**config.mk**
```make
export PLATFORM = sky130hd
export DESIGN_NAME = key_event_gen
export DESIGN_NICKNAME = d
export VERILOG_FILES = /design/src/rtl/key_event_gen.sv
export SDC_FILE = /design/constraint.sdc
export NUM_CORES = 1
export LEC_CHECK = 0
export ABC_CLOCK_PERIOD_IN_PS = 2900
export BUFFER_PORTS_ARGS = -buffer_cell sky130_fd_sc_hd__buf_4
export CORE_AREA = 2 2 203 205
export DETAILED_ROUTE_END_ITERATION = 8
export DIE_AREA = 0 0 205 207
export HOLD_SLACK_MARGIN = 0.02
export PLACE_DENSITY = 0.46
export SETUP_SLACK_MARGIN = 0.15
export SLEW_MARGIN = 20
export SYNTH_ARGS = -nofsm -noshare
export SYNTH_HDL_FRONTEND = slang
export SYNTH_SLANG_ARGS = --single-unit
export TNS_END_PERCENT = 10
```
**constraint.sdc**
```tcl
create_clock -name clk -period 2.9 [get_ports clk]
set_input_delay 0.29 -clock clk [delete_from_list [all_inputs] [get_ports clk]]
set_output_delay 0.29 -clock clk [all_outputs]
set_load 0.1 [all_outputs]
```
**src/rtl/key_event_gen.sv**
```systemverilog
// Turns the decoder's key level vector into one-cycle press events for W/A/S/D/ENTER,
// with optional auto-repeat on the four direction keys while they are held.
module key_event_gen #(
   parameter logic [8:0]  CODE_UP      = 9'h01D,
   parameter logic [8:0]  CODE_LT      = 9'h01C,
   parameter logic [8:0]  CODE_DW      = 9'h01B,
   parameter logic [8:0]  CODE_RT      = 9'h023,
   parameter logic [8:0]  CODE_CT      = 9'h05A,
   parameter int unsigned REPEAT_DELAY = 50_000_000,
   parameter int unsigned REPEAT_RATE  = 10_000_000
) (
   input  logic         clk,
   input  logic         rst,
   input  logic [511:0] key_down,
   input  logic         repeat_en,
   output logic         up_pulse,
   output logic         dw_pulse,
   output logic         lt_pulse,
   output logic         rt_pulse,
   output logic         ct_pulse,
   output logic [4:0]   key_held,
   output logic         any_pulse
);

   // A zero delay or rate behaves as one cycle.
   localparam logic [31:0] DelayLast = (REPEAT_DELAY == 0) ? 32'd0 : REPEAT_DELAY - 32'd1;
   localparam logic [31:0] RateLast  = (REPEAT_RATE == 0)  ? 32'd0 : REPEAT_RATE - 32'd1;

   typedef enum logic [1:0] {StIdle, StWait, StRepeat} rep_state_e;

   // Lane order matches key_held: {up, dw, lt, rt, ct}.
   logic [4:0] raw, held_q, armed_q, pulse_q, pulse_d, press, conflict, rep_ok;
   logic       vert_conf, horiz_conf;

   // Repeat lanes j = 0..3 serve lane bits j+1 (rt, lt, dw, up).
   rep_state_e  state_q [4];
   rep_state_e  state_d [4];
   logic [31:0] cnt_q   [4];
   logic [31:0] cnt_d   [4];
   logic [3:0]  cnt_hit, rep_fire;

   // Only five scan codes are decoded; fold the rest into a sink.
   logic unused_keys;
   assign unused_keys = ^key_down;

   assign raw = {key_down[CODE_UP], key_down[CODE_DW], key_down[CODE_LT],
                 key_down[CODE_RT], key_down[CODE_CT]};

   assign press      = raw & ~held_q & armed_q;
   assign vert_conf  = raw[4] & raw[3];
   assign horiz_conf = raw[2] & raw[1];
   assign conflict   = {vert_conf, vert_conf, horiz_conf, horiz_conf, 1'b0};
   assign rep_ok     = raw & ~conflict & {5{repeat_en}};

   always_ff @(posedge clk or negedge rst) begin
      if (!rst) begin
         held_q  <= '0;
         armed_q <= '0;
         pulse_q <= '0;
      end else begin
         held_q  <= raw;
         armed_q <= armed_q | ~raw;
         pulse_q <= pulse_d;
      end
   end

   always_ff @(posedge clk or negedge rst) begin
      if (!rst) begin
         for (int j = 0; j < 4; j++) begin
            state_q[j] <= StIdle;
            cnt_q[j]   <= '0;
         end
      end else begin
         for (int j = 0; j < 4; j++) begin
            state_q[j] <= state_d[j];
            cnt_q[j]   <= cnt_d[j];
         end
      end
   end

   always_comb begin
      for (int j = 0; j < 4; j++) begin
         state_d[j] = state_q[j];
         cnt_d[j]   = cnt_q[j];
         cnt_hit[j] = 1'b0;
         case (state_q[j])
            StWait:   cnt_hit[j] = (cnt_q[j] == DelayLast);
            StRepeat: cnt_hit[j] = (cnt_q[j] == RateLast);
            default:  cnt_hit[j] = 1'b0;
         endcase
         if (!rep_ok[j+1]) begin
            state_d[j] = StIdle;
            cnt_d[j]   = '0;
         end else begin
            case (state_q[j])
               StIdle: begin
                  if (press[j+1]) begin
                     state_d[j] = StWait;
                     cnt_d[j]   = '0;
                  end
               end
               StWait: begin
                  if (cnt_hit[j]) begin
                     state_d[j] = StRepeat;
                     cnt_d[j]   = '0;
                  end else begin
                     cnt_d[j] = cnt_q[j] + 32'd1;
                  end
               end
               StRepeat: begin
                  cnt_d[j] = cnt_hit[j] ? 32'd0 : cnt_q[j] + 32'd1;
               end
               default: begin
                  state_d[j] = StIdle;
                  cnt_d[j]   = '0;
               end
            endcase
         end
      end
   end

   // Suppressing a fire right after a pulse keeps every lane at most one cycle high.
   always_comb begin
      for (int j = 0; j < 4; j++) begin
         rep_fire[j] = cnt_hit[j] & rep_ok[j+1] & ~pulse_q[j+1];
      end
      pulse_d = press | {rep_fire, 1'b0};
   end

   assign up_pulse  = pulse_q[4];
   assign dw_pulse  = pulse_q[3];
   assign lt_pulse  = pulse_q[2];
   assign rt_pulse  = pulse_q[1];
   assign ct_pulse  = pulse_q[0];
   assign any_pulse = |pulse_q;
   assign key_held  = held_q & armed_q;

endmodule

```
Yosys cells after proc, flatten, opt, wreduce, memory -nomap -nowiden. Cells that the tools add are included.

Input port bits: 515. Bits in registers: 151. Word-level logic and storage cells: 116. Output and inout bits: 11.

Bitwise gates (word level): 24. Eq/ne operators: 28. $add $sub $neg: 4. Multiplexer cells: 36. Reduce and logical (&&, ||, !) cells: 13.

Operators with widths (count): $mux 32 (12); $pmux 32 s2 (4); $add 32x1->32 const B (4); $eq 32x24->1 const B (4); $eq 32x26->1 const B (4); $and 5x5->5 (5); $mux 2 (12); $ne 3x3->1 const B (8); $pmux 2 s3 (4); $not 5->5 (3); $reduce_and 3->1 (4); $and 1x1->1 (10); $or 5x5->5 (2); $eq 2x1->1 const B (4); $eq 2x2->1 const B (4); $logic_not 2->1 (4); $ne 2x2->1 const B (4); $pmux 1 s2 (4); $reduce_or 2->1 (4); $reduce_or 5->1 (1); $not 1->1 (4).

Longest topological paths before layout.
Word-level depth: 7. Depth in mapped cells: 10. Mapped depth without buffers: 8.

Worst setup path before layout. Ideal clock, no wire load.

Path type: register -> register. From: register state_q[2] (netlist name). To: register cnt_q[44] (netlist name). Setup slack: 138 ps. Buffers on the path: 1. Period minus slack after synthesis: 2762 ps. Stages on the path, launching flop included: 10. Setup time: 124 ps. Data required time: 2776 ps. Data arrival time: 2638 ps. Cells stage by stage: dfrtp_1 inv_1 ha_1 or4b_1 or3_4 a2111oi_4 o21a_1 buf_6 a21oi_2 a211o_1.

Cells in the longest elaborated chain, start to end: 5. Elaborated cells between the ends (all ways): 9. Those cells by class: eq/ne (3); mux (4); reduce/logical (2).

Ends and longest elaborated chain: from (decl) (line 36) `rep_state_e state_q [4];`; from (signal, indexed assignment) (line 70) `state_q[j] <= StIdle;`; from (signal, indexed assignment) (line 75) `state_q[j] <= state_d[j];`; $eq 2x2->1 or $eq 2x1->1 (tied branches) (line 86, 95); $pmux 1 s2 (line 86) `case (state_q[j])`; $mux 32 (line 103, 111); $pmux 32 s2 (line 95) `case (state_q[j])`; $mux 32 (line 91) `if (!rep_ok[j+1]) begin`; to (signal, indexed assignment) (line 76) `cnt_q[j] <= cnt_d[j];`; to (decl) (line 38) `logic [31:0] cnt_q [4];`.

Parallel ways exist; a longest one is shown, timed or not. A chain may end at the register's enable or synchronous reset.

Worst setup path in the final report. Same ends and word-level chain as after synthesis.

==> results.yml <==
outcome:
  outcome: "finished, final reports clean"
clocking:
  cts.clk_slew.worst_paths_ps: 60
  clk_latency_ps: 430
  clkSinkCount: 151
  cts_buffer_depth: 2
  htree_levels: 4
  cts-buffers-inserted: 17
  cts_tree: "yes"
  clockRootBuffer: "clkbuf_16"
global_routing:
  grt_pass1_wl_um: 31800
  first_global_vias: 6036
  grt_overflow: 0
  grtUsageTotal: 0.0919
  grt_start_max_net_pins: 76
  antenna_found_initial: 0
synthesis:
  yosys_warnings: 0
  synthAdderAreaFrac: 0.0356
  synth_compound_area_frac: 0.0620
  synthesis.instances: 852
  ys_types: 57
  yosysSeqAreaShare: 0.468
  async_flop_share: 1.00
  synth_flop_cell: "dfrtp_1"
  yosys.area.top_type: "dfrtp_1"
  synth_xor_area_frac: 0.111
  post-synth-top-count-cell: "dfrtp_1"
  yosysTopAreaCellShare: 0.468
  synth_mux_area_frac: 0.00992
  synth_edf_count: 0
  synth_top_family_by_area: "simple AND/OR/NAND/NOR gates"
  avgSynthCellArea_sq_um: 9.48
  synth_area_leaders: "dfrtp_1, xor2_1, nor2_1"
  synth-seq-cells: 151
  yosys.area_share.simple: 0.293
  syn_nets: 1390
  post_synth_most_frequent_cells: "dfrtp_1, nor2_1, xor2_1"
  synthesis.area_sq_mm: 0.00808
place:
  dpl_cell_area_sq_mm: 0.00901
  port_buffers: 18
  hpwlAfterDp_um: 13000
  routabilityCongestion: 0.776
setup_path:
  cpPeakStageDelay_ps: 460
  crit_chain: "inv_1, ha_1, or4b_1, or3_4, a2111oi_4, buf_4, o21a_2, a21oi_2, a211o_1"
  cpMaxStageDelayCell: "or4b_1"
  cp-start-kind: "register"
  crit_required_ps: 3210
  cp_max_fo: 4
  arrival_ps: 2990
  worstSetupPathType: "reg2reg"
  endpoint_kind: "register"
  cp_top_family: "compound AO/OA/AOI/OAI gates"
  critPathBufInv: 2
power_and_ir_drop:
  power_switching_w: 0.00109
  p_sw_frac: 0.233
  pwr-share-clk: 0.499
  power.total_w: 0.00471
  irDropWorstVdd_mv: 0.289
  comb_power_share: 0.049
  pwr-share-seq: 0.451
  p_leak_nw: 3.80
  power_density_mw_per_mm2: 484
  internal_power_w: 0.00361
timing:
  rsz0062_at_grt: "true"
  setup_viol: 0
  max_freq_mhz: 373
  hold_viol_final: 0
  clock_skew_ps: 13.1
  fin_crit_ps: 2680
  worst_pin_slew_ps: 1110
  report.final.slew_viol_count: 0
  finalSetupTns_ps: 0
  finalCritPeriodShare: 0.925
  maxSlewHeadroom: 0.252
route:
  wl_met3_um: 441
  wire_per_inst_um: 12.9
  num_vias: 6161
  drt_iter0_drc: 205
  wl_met2_um: 8440
  m1WireLength_um: 9440
  drc: 0
  dr.pass1.iters: 4
  wl_um: 18600
  highest_layer: "met4"
  vias_per_cell: 4.27
  ant_nets: 0
floorplan:
  num_io_pins: 526
  die_h_um: 207
  start_util: 0.200
  die_w_um: 205
  rows: 74
  coreArea_sq_mm: 0.0404
  dieArea_sq_mm: 0.0424
finish:
  diodes: 0
  layout-drive-gt1-share: 0.100
  utilization: 0.241
  layout.nets: 1436
  synthToLayoutAreaGrowth_pct: 20.4
  design_area_sq_mm: 0.00972
  nFillCells: 4454
hold_path:
  min_path_type: "in2reg"
flow_run:
  maxCapViolCount: 0
[power groups by stage]
stage / clock network, W / logic, W / registers [W]
after floorplan: 0 / 0.0000975 / 0.00219
after global placement: 0 / 0.000232 / 0.00216
after detailed placement: 0 / 0.000233 / 0.00216
after CTS: 0.00243 / 0.000238 / 0.00212
after global routing: 0.00252 / 0.000259 / 0.00212
final: 0.00235 / 0.000232 / 0.00212
[flip-flops by register name (all words and copies together), names as in the netlist]
| signal | cells |
|---|---|
| held_q | 5 |
| armed_q | 5 |
| state_q | 8 |
| pulse_q | 5 |
| cnt_q | 128 |
[stage by stage]
stage               worst slack (ps)  hold WS [ps]  instances
floorplan                        191         -5.59        852
global placement                 186           393       1404
detailed placement               180           401       1404
CTS                              159          21.2       1439
global route                    85.9          36.2       1442
finish                           216          51.3       1442
[metal layers]
layer,vias up,GRT usage
met5,-,0
met4,0,0.0325
met1,3000,0.131
li1,3075,-
met3,23,0.0132
met2,63,0.142
[cell families (layout without fill, tap and decap cells)]
group,after synthesis,count (layout)
fa+ha+maj,23,23
buf+inv,41,99
flops,151,151
simple gates,453,453
xor+xnor,102,102
mux,8,8
compound gates,74,74
[cell type report]
class	instances	area, sq um	area share
Multi-Input combinational cell	660	4150	0.427
Sequential cell	151	3780	0.389
Tap cell	532	666	0.0685
Timing Repair Buffer	48	443	0.0456
Clock buffer	19	433	0.0445
Clock inverter	12	178	0.0183
Inverter	20	75.1	0.00772
[cells in the final DEF (no fill, tap or decap), types with 5 or more instances in the layout]
master and n:
dfrtp_1 151, nor2_1 122, xor2_1 75, nand2_1 72, nand3_1 68, buf_4 36, nand4_1 33, xnor2_1 27
and3_1 26, ha_1 23, nor3_1 21, inv_1 20, a21oi_1 19, clkbuf_16 17, o21ai_0 16, nor4_1 14
and2_1 13, and4_1 11, nand2b_1 10, or3_1 9, nand3b_1 8, mux2i_1 8, or4_1 7, nor2b_1 6
nor4b_1 6, a31oi_1 6, or2_2 5, o31ai_1 5, a21o_1 5, dlygate4sd3_1 5, buf_12 5
[path summary, 6_finish.rpt]
kind | start | cells past startpoint | endpoint | slack (ps)
max | state_q[2] | 9 | cnt_q[44] | 220
min | key_down[35] | 1 | held_q[1] | 50
max reg2reg | state_q[2] | 9 | cnt_q[44] | 220
min reg2reg | armed_q[4] | 1 | armed_q[4] | 480
max in group asynchronous | rst | 3 | cnt_q[122] | 1710
min in group asynchronous | rst | 2 | cnt_q[89] | 500
[repair_timing]
| action | 4_1_cts | 5_1_grt |
|---|---|---|
| hold buffers | 4 | 1 |
| endpoints found under the hold margin | 77 | 1 |
| endpoints found under the setup margin | 0 | 75 |
| buffers inserted | 0 | 2 |
| gates resized for setup | 0 | 9 |
Note: power is estimated with default switching activity, not from simulation.
